===== src/rtl/seven_seg_scan_ctrl_if.sv =====
// Bus between the register/status logic and the seven-segment scan
// controller. The control side drives the display request; the controller
// returns the decoder nibble and the pin-level anode/decimal-point drives.
interface seven_seg_scan_ctrl_if #(
  parameter int NUM_DIGITS = 4
);
  logic                    enable;
  logic                    load;
  logic [4*NUM_DIGITS-1:0] value;
  logic [NUM_DIGITS-1:0]   dp_mask;
  logic                    blank_lz;
  logic [3:0]              digit_sel;
  logic [NUM_DIGITS-1:0]   an;
  logic                    dp_n;
  logic                    frame_done;

  modport master (
    output enable, load, value, dp_mask, blank_lz,
    input  digit_sel, an, dp_n, frame_done
  );

  modport slave (
    input  enable, load, value, dp_mask, blank_lz,
    output digit_sel, an, dp_n, frame_done
  );
endinterface


===== src/rtl/seven_seg_scan_ctrl.sv =====
// Time-multiplexed scan controller for a common-anode seven-segment display.
// One nibble at a time goes to a shared hex decoder while the matching anode
// is pulled low. Each digit slot is a GUARD interval (all anodes off, nibble
// switches) followed by an ON interval. The displayed value lives in a shadow
// register that only changes at a frame boundary, so a frame never tears.
module seven_seg_scan_ctrl #(
  parameter int NUM_DIGITS   = 4,
  parameter int GUARD_CYCLES = 500,
  parameter int ON_CYCLES    = 50000
) (
  input  logic                   clk,
  input  logic                   rst_n,
  seven_seg_scan_ctrl_if.slave   bus
);

  localparam int W    = 4 * NUM_DIGITS;
  localparam int IW   = $clog2(NUM_DIGITS);
  localparam int MAXC = (GUARD_CYCLES > ON_CYCLES) ? GUARD_CYCLES : ON_CYCLES;
  localparam int CW   = (MAXC > 1) ? $clog2(MAXC) : 1;

  localparam logic [IW-1:0] LAST_IDX   = IW'(NUM_DIGITS - 1);
  localparam logic [CW-1:0] GUARD_LAST = CW'(GUARD_CYCLES - 1);
  localparam logic [CW-1:0] ON_LAST    = CW'(ON_CYCLES - 1);

  typedef enum logic [1:0] {IDLE, GUARD, ON} state_t;

  state_t                state_q, state_d;
  logic [IW-1:0]         idx_q, idx_d;
  logic [CW-1:0]         cnt_q, cnt_d;
  logic [W-1:0]          shadow_q, shadow_d;
  logic [W-1:0]          staging_q, staging_d;
  logic                  pending_q, pending_d;

  logic [3:0]            sel_q, sel_d;
  logic [NUM_DIGITS-1:0] an_q, an_d;
  logic                  dp_n_q, dp_n_d;
  logic                  frame_done_q, frame_done_d;

  // A digit is blanked when it is not the rightmost one and it and every
  // more-significant nibble are zero.
  function automatic logic lz_blanked(input logic [W-1:0] s,
                                      input logic [IW-1:0] d,
                                      input logic          en);
    logic all_zero;
    all_zero = 1'b1;
    for (int i = 0; i < NUM_DIGITS; i++) begin
      if (IW'(i) >= d && s[4*i +: 4] != 4'h0) all_zero = 1'b0;
    end
    return en && (d != '0) && all_zero;
  endfunction

  // Next-state logic: scan sequencing, double-buffered value capture.
  always_comb begin
    // NOTE: every variable gets a default first so no path leaves it unassigned, which would infer a latch.
    state_d      = state_q;
    idx_d        = idx_q;
    cnt_d        = cnt_q;
    shadow_d     = shadow_q;
    staging_d    = staging_q;
    pending_d    = pending_q;
    frame_done_d = 1'b0;

    unique case (state_q)
      IDLE: begin
        // Nothing is on screen, so a load can go straight to the shadow and
        // supersedes any older staged value.
        if (bus.load) begin
          shadow_d  = bus.value;
          pending_d = 1'b0;
        end
        if (bus.enable) begin
          state_d = GUARD;
          idx_d   = '0;
          cnt_d   = '0;
        end
      end

      GUARD, ON: begin
        if (bus.load) begin
          staging_d = bus.value;
          pending_d = 1'b1;
        end
        if (!bus.enable) begin
          state_d = IDLE;
          idx_d   = '0;
          cnt_d   = '0;
        end else if (state_q == GUARD) begin
          if (cnt_q == GUARD_LAST) begin
            state_d = ON;
            cnt_d   = '0;
          end else begin
            cnt_d = cnt_q + CW'(1);
          end
        end else if (cnt_q == ON_LAST) begin
          state_d = GUARD;
          cnt_d   = '0;
          if (idx_q == LAST_IDX) begin
            // Frame boundary: the only place the shadow changes while scanning.
            idx_d        = '0;
            frame_done_d = 1'b1;
            if (pending_q || bus.load) begin
              shadow_d = bus.load ? bus.value : staging_q;
            end
            pending_d = 1'b0;
          end else begin
            idx_d = idx_q + IW'(1);
          end
        end else begin
          cnt_d = cnt_q + CW'(1);
        end
      end

      default: state_d = IDLE;
    endcase
  end

  // Output decode from the next state so the registered pins line up with
  // the state register cycle for cycle.
  always_comb begin
    sel_d  = sel_q;
    an_d   = '1;
    dp_n_d = 1'b1;
    for (int i = 0; i < NUM_DIGITS; i++) begin
      if (idx_d == IW'(i)) begin
        if (state_d == GUARD) sel_d = shadow_d[4*i +: 4];
        if (state_d == ON && !lz_blanked(shadow_d, idx_d, bus.blank_lz)) begin
          an_d[i] = 1'b0;
          dp_n_d  = ~bus.dp_mask[i];
        end
      end
    end
  end

  // State and output registers; reset blanks the display at once.
  always_ff @(posedge clk or negedge rst_n) begin
    if (!rst_n) begin
      state_q      <= IDLE;
      idx_q        <= '0;
      cnt_q        <= '0;
      shadow_q     <= '0;
      staging_q    <= '0;
      pending_q    <= 1'b0;
      sel_q        <= '0;
      an_q         <= '1;
      dp_n_q       <= 1'b1;
      frame_done_q <= 1'b0;
    end else begin
      // NOTE: non-blocking assignments so every register samples pre-edge values.
      state_q      <= state_d;
      idx_q        <= idx_d;
      cnt_q        <= cnt_d;
      shadow_q     <= shadow_d;
      staging_q    <= staging_d;
      pending_q    <= pending_d;
      sel_q        <= sel_d;
      an_q         <= an_d;
      dp_n_q       <= dp_n_d;
      frame_done_q <= frame_done_d;
    end
  end

  assign bus.digit_sel  = sel_q;
  assign bus.an         = an_q;
  assign bus.dp_n       = dp_n_q;
  assign bus.frame_done = frame_done_q;

endmodule


===== src/flat_wrapper.sv =====
// flat-port wrapper written by rule: the top's interface ports become plain ports
module seven_seg_scan_ctrl_flat 
#(
  parameter int NUM_DIGITS   = 4,
  parameter int GUARD_CYCLES = 500,
  parameter int ON_CYCLES    = 50000
)
  (clk, rst_n, bus_enable, bus_load, bus_value, bus_dp_mask, bus_blank_lz, bus_digit_sel, bus_an, bus_dp_n, bus_frame_done);
  seven_seg_scan_ctrl_if #(.NUM_DIGITS(NUM_DIGITS)) bus_i ();
  input  logic clk;
  input  logic rst_n;
  input wire logic [$bits(bus_i.enable)-1:0] bus_enable;
  input wire logic [$bits(bus_i.load)-1:0] bus_load;
  input wire logic [$bits(bus_i.value)-1:0] bus_value;
  input wire logic [$bits(bus_i.dp_mask)-1:0] bus_dp_mask;
  input wire logic [$bits(bus_i.blank_lz)-1:0] bus_blank_lz;
  output wire logic [$bits(bus_i.digit_sel)-1:0] bus_digit_sel;
  output wire logic [$bits(bus_i.an)-1:0] bus_an;
  output wire logic [$bits(bus_i.dp_n)-1:0] bus_dp_n;
  output wire logic [$bits(bus_i.frame_done)-1:0] bus_frame_done;
  assign bus_i.enable = bus_enable;
  assign bus_i.load = bus_load;
  assign bus_i.value = bus_value;
  assign bus_i.dp_mask = bus_dp_mask;
  assign bus_i.blank_lz = bus_blank_lz;
  assign bus_digit_sel = bus_i.digit_sel;
  assign bus_an = bus_i.an;
  assign bus_dp_n = bus_i.dp_n;
  assign bus_frame_done = bus_i.frame_done;
  seven_seg_scan_ctrl #(.NUM_DIGITS(NUM_DIGITS), .GUARD_CYCLES(GUARD_CYCLES), .ON_CYCLES(ON_CYCLES)) u_core (.clk(clk), .rst_n(rst_n), .bus(bus_i));
endmodule

===== config.mk =====
export PLATFORM = sky130hd
export DESIGN_NAME = seven_seg_scan_ctrl_flat
export DESIGN_NICKNAME = d
export VERILOG_FILES = /design/src/rtl/seven_seg_scan_ctrl_if.sv /design/src/rtl/seven_seg_scan_ctrl.sv /design/src/flat_wrapper.sv
export SDC_FILE = /design/constraint.sdc
export NUM_CORES = 1
export LEC_CHECK = 0
export CAP_MARGIN = 30
export CORE_UTILIZATION = 52
export DETAILED_ROUTE_END_ITERATION = 10
export PLACE_DENSITY = 0.88
export SYNTH_ARGS = -nofsm -noshare
export SYNTH_HDL_FRONTEND = slang
export SYNTH_SLANG_ARGS = --single-unit

===== constraint.sdc =====
create_clock -name clk -period 2.9 [get_ports clk]
set_input_delay 0.58 -clock clk [delete_from_list [all_inputs] [get_ports clk]]
set_output_delay 0.58 -clock clk [all_outputs]
set_load 0.05 [all_outputs]

# Yosys cells after proc, flatten, opt, wreduce, memory -nomap -nowiden
# Index checks and enable logic that the tools add are counted.
dict set report classes {
  order_cmp 4
  eq_ne 12
  shifts 0
  multipliers 0
  n_reduce_logical 29
  bitwise 4
  mux 70
  div_mod_pow 0
  add_sub_neg 2
}
# op count
set op_table {}
lappend op_table {{16-bit 2-to-1 mux} 12}
lappend op_table {{16-bit one-hot mux with 2 select lines} 2}
lappend op_table {{1-bit 2-to-1 mux} 35}
lappend op_table {{4-bit 2-to-1 mux} 8}
lappend op_table {{2-bit 2-to-1 mux} 10}
lappend op_table {{16-bit by 1-bit adder with 16-bit output, second input constant} 1}
lappend op_table {{16-bit == test, second input constant} 1}
lappend op_table {{16-bit by 9-bit == test with 1-bit output, second input constant} 1}
lappend op_table {{4-bit nonzero test} 4}
lappend op_table {{1-bit logical AND} 13}
lappend op_table {{2-bit == test, second input constant} 5}
lappend op_table {{2-bit one-hot mux with 2 select lines} 2}
lappend op_table {{2-bit by 1-bit == test with 1-bit output, second input constant} 3}
lappend op_table {{1-bit by 2-bit greater-or-equal comparator with 1-bit output, first input constant} 2}
lappend op_table {{2-bit greater-or-equal comparator, first input constant} 2}
lappend op_table {{1-bit logical NOT} 4}
lappend op_table {{2-bit logical NOT} 2}
lappend op_table {{2-bit inequality test, second input constant} 2}
lappend op_table {{1-bit inverter} 4}
lappend op_table {{2-bit AND reduction} 2}
lappend op_table {{2-bit nonzero test} 2}
lappend op_table {{2-bit by 1-bit adder with 2-bit output, second input constant} 1}
lappend op_table {{1-bit one-hot mux with 2 select lines} 1}
lappend op_table {{2-bit OR reduction} 1}
lappend op_table {{1-bit logical OR} 1}
dict set report word_totals {
  romBits 0
  memories 0
  regBits 63
  latch_bits 0
  ram_bits 0
  elab_cells 131
}

# Depth between registers and ports, before layout
dict set report depth {
  word_depth 25
  depth_mapped 13
}

# Worst setup path after synthesis
# No wires, ideal clock.
dict set report synth_path {
  path_kind {reg2reg}
  start {reg u_core.state_q[0]}
  end {reg u_core.dp_n_q, in the netlist u_core.bus.dp_n}
  stages_incl_launch_ff 10
  period_less_slack_ns 2.849
  path_buffers 1
  path_slack_ns 0.051
  setup_ns 0.085
  arrival_time_ns 2.764
  cell_sequence {dfrtp_1 ha_1 or4_4 or4_1 buf_2 o41ai_4 nand3_2 nor4_4 a32oi_1 o221ai_1}
}
dict set report synth_between {
  word_cells_on_any_way 63
  cone_classes {order compare: 4; eq/ne: 6; mux: 28; reduce/logical: 25}
}
# item line_no
set synth_rtl {}
lappend synth_rtl {{from (decl)} seven_seg_scan_ctrl.sv:27} ;# state_t state_q, state_d;
lappend synth_rtl {{from (signal assigned)} seven_seg_scan_ctrl.sv:149} ;# state_q <= state_d;
lappend synth_rtl {{2-bit by 1-bit == test with 1-bit output} {seven_seg_scan_ctrl.sv:63, seven_seg_scan_ctrl.sv:87}}
lappend synth_rtl {{16-bit 2-to-1 mux} seven_seg_scan_ctrl.sv:87} ;# end else if (state_q == GUARD) begin
lappend synth_rtl {{16-bit 2-to-1 mux} seven_seg_scan_ctrl.sv:83} ;# if (!bus.enable) begin
lappend synth_rtl {{16-bit one-hot mux with 2 select lines (*)} seven_seg_scan_ctrl.sv:63} ;# unique case (state_q)
lappend synth_rtl {{net u_core.shadow_d[11]} seven_seg_scan_ctrl.sv:30} ;# logic [W-1:0] shadow_q, shadow_d;
lappend synth_rtl {{4-bit nonzero test (*)} seven_seg_scan_ctrl.sv:47} ;# if (IW'(i) >= d && s[4*i +: 4] != 4'h0) all_zero = 1'b0;
lappend synth_rtl {{1-bit logical AND (*)} seven_seg_scan_ctrl.sv:47}
lappend synth_rtl {{1-bit 2-to-1 mux (*) (2 in series)} seven_seg_scan_ctrl.sv:47}
lappend synth_rtl {{[5 not listed]} n/a}
lappend synth_rtl {{1-bit 2-to-1 mux} seven_seg_scan_ctrl.sv:124} ;# if (idx_d == IW'(i)) begin
lappend synth_rtl {{1-bit 2-to-1 mux} seven_seg_scan_ctrl.sv:126} ;# if (state_d == ON && !lz_blanked(shadow_d, idx_d, bus.blank_lz)) begin
lappend synth_rtl {{1-bit 2-to-1 mux} seven_seg_scan_ctrl.sv:124}
lappend synth_rtl {{1-bit 2-to-1 mux} seven_seg_scan_ctrl.sv:126}
lappend synth_rtl {{1-bit 2-to-1 mux} seven_seg_scan_ctrl.sv:124}
lappend synth_rtl {{1-bit 2-to-1 mux} seven_seg_scan_ctrl.sv:126}
lappend synth_rtl {{1-bit 2-to-1 mux (*)} seven_seg_scan_ctrl.sv:124}
lappend synth_rtl {{net u_core.dp_n_d} seven_seg_scan_ctrl.sv:36} ;# logic dp_n_q, dp_n_d;
lappend synth_rtl {{to (signal assigned)} seven_seg_scan_ctrl.sv:157} ;# dp_n_q <= dp_n_d;
lappend synth_rtl {{to (decl)} seven_seg_scan_ctrl.sv:36}
# Mark *: on every way through the listed nets, which the timed path passes. The rest lies on a longest branch. The select of a mux whose other input is x is not followed.
# A chain may end at the register's enable or synchronous reset.

# Final worst setup path
dict set report layout_path {
  start {reg u_core.state_q[0]}
  end {reg u_core.sel_q[0], in the netlist u_core.bus.digit_sel[0]}
}
dict set report layout_between {
  word_cells_on_any_way 29
  cone_classes {eq/ne: 6; mux: 20; reduce/logical: 3}
}
# item line_no
set layout_rtl {}
lappend layout_rtl {{2-bit by 1-bit == test with 1-bit output} {seven_seg_scan_ctrl.sv:63, seven_seg_scan_ctrl.sv:87}}
lappend layout_rtl {{16-bit 2-to-1 mux} seven_seg_scan_ctrl.sv:87}
lappend layout_rtl {{16-bit 2-to-1 mux} seven_seg_scan_ctrl.sv:83}
lappend layout_rtl {{16-bit one-hot mux with 2 select lines (*)} seven_seg_scan_ctrl.sv:63}
lappend layout_rtl {{net u_core.shadow_d[0]} seven_seg_scan_ctrl.sv:30}
lappend layout_rtl {{4-bit 2-to-1 mux (*)} seven_seg_scan_ctrl.sv:125} ;# if (state_d == GUARD) sel_d = shadow_d[4*i +: 4];
lappend layout_rtl {{4-bit 2-to-1 mux (*)} seven_seg_scan_ctrl.sv:124}
lappend layout_rtl {{4-bit 2-to-1 mux} seven_seg_scan_ctrl.sv:125}
lappend layout_rtl {{4-bit 2-to-1 mux (*)} seven_seg_scan_ctrl.sv:124}
lappend layout_rtl {{4-bit 2-to-1 mux} seven_seg_scan_ctrl.sv:125}
lappend layout_rtl {{4-bit 2-to-1 mux (*)} seven_seg_scan_ctrl.sv:124}
lappend layout_rtl {{4-bit 2-to-1 mux} seven_seg_scan_ctrl.sv:125}
lappend layout_rtl {{4-bit 2-to-1 mux (*)} seven_seg_scan_ctrl.sv:124}
lappend layout_rtl {{net u_core.sel_d[0]} seven_seg_scan_ctrl.sv:34} ;# logic [3:0] sel_q, sel_d;
lappend layout_rtl {{to (signal assigned)} seven_seg_scan_ctrl.sv:155} ;# sel_q <= sel_d;
lappend layout_rtl {{to (decl)} seven_seg_scan_ctrl.sv:34}
# Mark *: on every way through the listed nets, which the timed path passes. The rest lies on a longest branch.

==> out/metrics.yaml <==
status:
  outcome: "complete, but fails checks"
  violations: "setup timing"
floorplan:
  die_area_um2: 7468
  die-height_um: 86.42
  die_w_um: 86.42
  ios: 35
  rows: 30
  start_util_pct: 54.25
  core_area_um2: 6832
min_path:
  hp-class: "input port to async pin"
power_and_ir_drop:
  p_total_uw: 4120
  power_density_nw_per_um2: 835.1
  ir_drop_mv: 0.6448
  power_leakage_uw: 0.002022
sta:
  worst_pin_slew_ps: 809.8
  finalMaxSlewViolations: 0
  slew-limit-headroom_pct: 46.01
  setup_slack_ps: -92.98
  hold_violations: 0
  setup_tns_ps: -314.2
  setup_viol: 8
  holdWs_ps: 386.6
  period_minus_slack_ps: 2993
  rsz0062_at_grt: "true"
  skew_ps: 16.68
  finalCritPeriodShare_pct: 103.2
  max_freq_mhz: 334.1
global_routing:
  grt_max_degree: 64
  grt_pass1_vias: 3669
  grt-ovfl-total: 0
  grt_pass1_wl_um: 17990
  track_usage_pct: 31.60
  antenna_found_initial: 0
finish:
  fin_nets: 483
  n_antenna_cell: 0
  area_growth_pct: 33.12
  drive_above_1_share_pct: 34.06
  layout_commonest_cell: "dfrtp_1"
  fin_area_um2: 4933
  final_cell_mix: "58 x dfrtp_1, 49 x buf_4, 33 x clkdlybuf4s50_1"
cts:
  h-tree-depth: 3
  cts_made_buffers: 9
  cts_buffer_depth: 2
  ctsHoldBuffers: 0
  cts_tree: "yes"
  clk-insertion-delay-late_ps: 360
  cts_root_buf: "clkbuf_8"
  path_clk_slew_ps: 90
  cts_sinks: 63
detailed_routing:
  final_antenna_net_count: 0
  wirelength_um: 11680
  drc: 0
  drtIter0Drc: 391
  dr.pass1.iters: 5
  drt-vias-per-instance: 6.625
  vias: 3670
  avgRoutedWirePerCell_um: 21.08
setup_path:
  endpoint_kind: "register"
  cp-start-kind: "register"
  critPathKind: "register to register"
  rr_endpoint: "u_core.bus.digit_sel[0]"
  cp.arrival_ps: 3290
  r2r_slack_ps: -90
  r2r.worst_path.cells: 11
  critPathSlowestCell: "o21ai_0"
  crit_path_max_incr_delay_ps: 470
  cp.required_ps: 3200
  crit_top_cell: "buf_4"
  rr_startpoint: "u_core.state_q[0]"
  crit_fanout: 9
  path_cells: "ha_4 > or4_4 > buf_6 > buf_4 > nor4_2 > buf_4 > a21oi_1 > o21ai_0 > nor2_1 > o32ai_2 > mux2_4"
logic_synthesis:
  synth_cells: 381
  syn_area_um2: 3706
  synth-seq-area-share_pct: 42.71
  yosysWarnings: 0
  avgSynthCellArea_um2: 9.727
  synth_edf_count: 0
  ys_types: 55
  synth_fp_nets: 411
  ys.flop_type: "dfrtp_1"
  async_reset_ff_share_pct: 100.0
  ys_ff_latch: 63
place:
  portBuffers: 34
  place.gp.congestion: 0.9422
  dpl-instance-area_um2: 4410
  place_hpwl_um: 7074
  place_ws_ps: -279.5
flow_run:
  maxCapViolCount: 0
[synthesized netlist by cell type (4+ instances only)]
cell	number	area [µm²]
xnor2_1	4	35.03
nand2_1	26	97.59
nand4_1	11	68.82
a21oi_1	18	90.09
dfrtp_1	58	1451
o211ai_1	7	52.55
o31ai_1	6	45.04
a22o_1	13	113.9
a32o_1	4	40.04
a22oi_1	5	37.54
nor4_1	6	37.54
o21ai_0	19	95.09
nor2_1	31	116.4
clkbuf_1	21	78.83
nand3_1	9	45.04
or2_2	6	37.54
ha_1	5	62.56
mux2_2	29	326.6
dfstp_2	5	131.4
nor3_1	9	45.04
inv_1	8	30.03
and2_1	4	25.02
and3_1	5	31.28
xor2_1	6	52.55
o32ai_1	4	35.03
mux2i_1	8	80.08
nor2b_1	4	25.02
or4_1	6	45.04
[area by class of cell]
class / count / area [µm²]
multi-input combinational: 284 / 2258
fill: 462 / 1898
sequential: 63 / 1583
timing repair buffer: 86 / 734.5
clock buffer: 9 / 123.9
tap: 96 / 120.1
clock inverter: 7 / 80.08
inverter: 9 / 33.78
[where the power goes]
group	total [µW]	internal (µW)	switching [µW]
logic	1940	905	1040
clock network	812	405	407
registers	1360	1160	207
total	4120	2470	1650
[cell families (layout without fill, tap and decap cells)]
| family | count (synthesis) | after routing | share of synthesized area [%] |
|---|---|---|---|
| adders and majority gates | 5 | 5 | 1.688 |
| AOI/OAI and AO/OA | 96 | 96 | 18.54 |
| and+or+nand+nor | 136 | 136 | 20.22 |
| DFF | 63 | 63 | 42.71 |
| buffers and inverters | 34 | 111 | 3.511 |
| muxes | 37 | 37 | 10.97 |
| xor gates and xnor gates | 10 | 10 | 2.363 |
[what timing repair did]
| action | 4_1_cts | 5_1_grt |
|---|---|---|
| pin swaps | 18 | 17 |
| cloned | 1 | 0 |
| setup buffers | 3 | 3 |
| gates resized for setup | 28 | 34 |
| endpoints found under the setup margin | 8 | 9 |
[sequential cells by signal, summed over array words and instances (netlist names)]
name / cells
u_core.state_q: 2
u_core.bus.digit_sel: 4
u_core.bus.an: 4
u_core.bus.frame_done: 1
u_core.cnt_q: 16
u_core.shadow_q: 16
u_core.idx_q: 2
u_core.bus.dp_n: 1
u_core.staging_q: 16
u_core.pending_q: 1
[worst max path at each step]
stage / startpoint / endpoint / slack (ps) / cells past startpoint
floorplan: u_core.state_q[0] / u_core.bus.dp_n / 50 / 9
global placement: bus_enable / u_core.bus.dp_n / -210 / 9
detailed placement: bus_enable / u_core.bus.dp_n / -280 / 9
CTS: u_core.state_q[1] / u_core.bus.an[1] / -1 / 11
global route: u_core.state_q[0] / u_core.bus.digit_sel[0] / -120 / 11
finish: u_core.state_q[0] / u_core.bus.digit_sel[0] / -90 / 11
[layer usage]
layer / global-route usage, % / share of wire (%) / vias up
li1: - / - / 1583
met1: 37.35 / 38 / 1778
met2: 52.74 / 50 / 241
met3: 6.952 / 6.7 / 68
met4: 19.24 / 5.0 / 0
met5: 0 / 0 / -
[stage by stage]
stage                     cells  util [%]
after detailed placement    532     64.56
after global placement      532     64.56
after CTS                   552     69.58
after global routing        554     72.22
final                       554     72.22
after floorplan             381         -
[worst max-delay path, delay by kind of cell (launching register included)]
family                   cells  cell delay (ps)
AO/OA/AOI/OAI                3              780
adder cells (fa/ha/maj)      1              180
buffers and inverters        3              520
AND/OR/NAND/NOR              3              870
flip-flops                   1              410
multiplexers                 1              190
(Power assumes the default switching activity.)
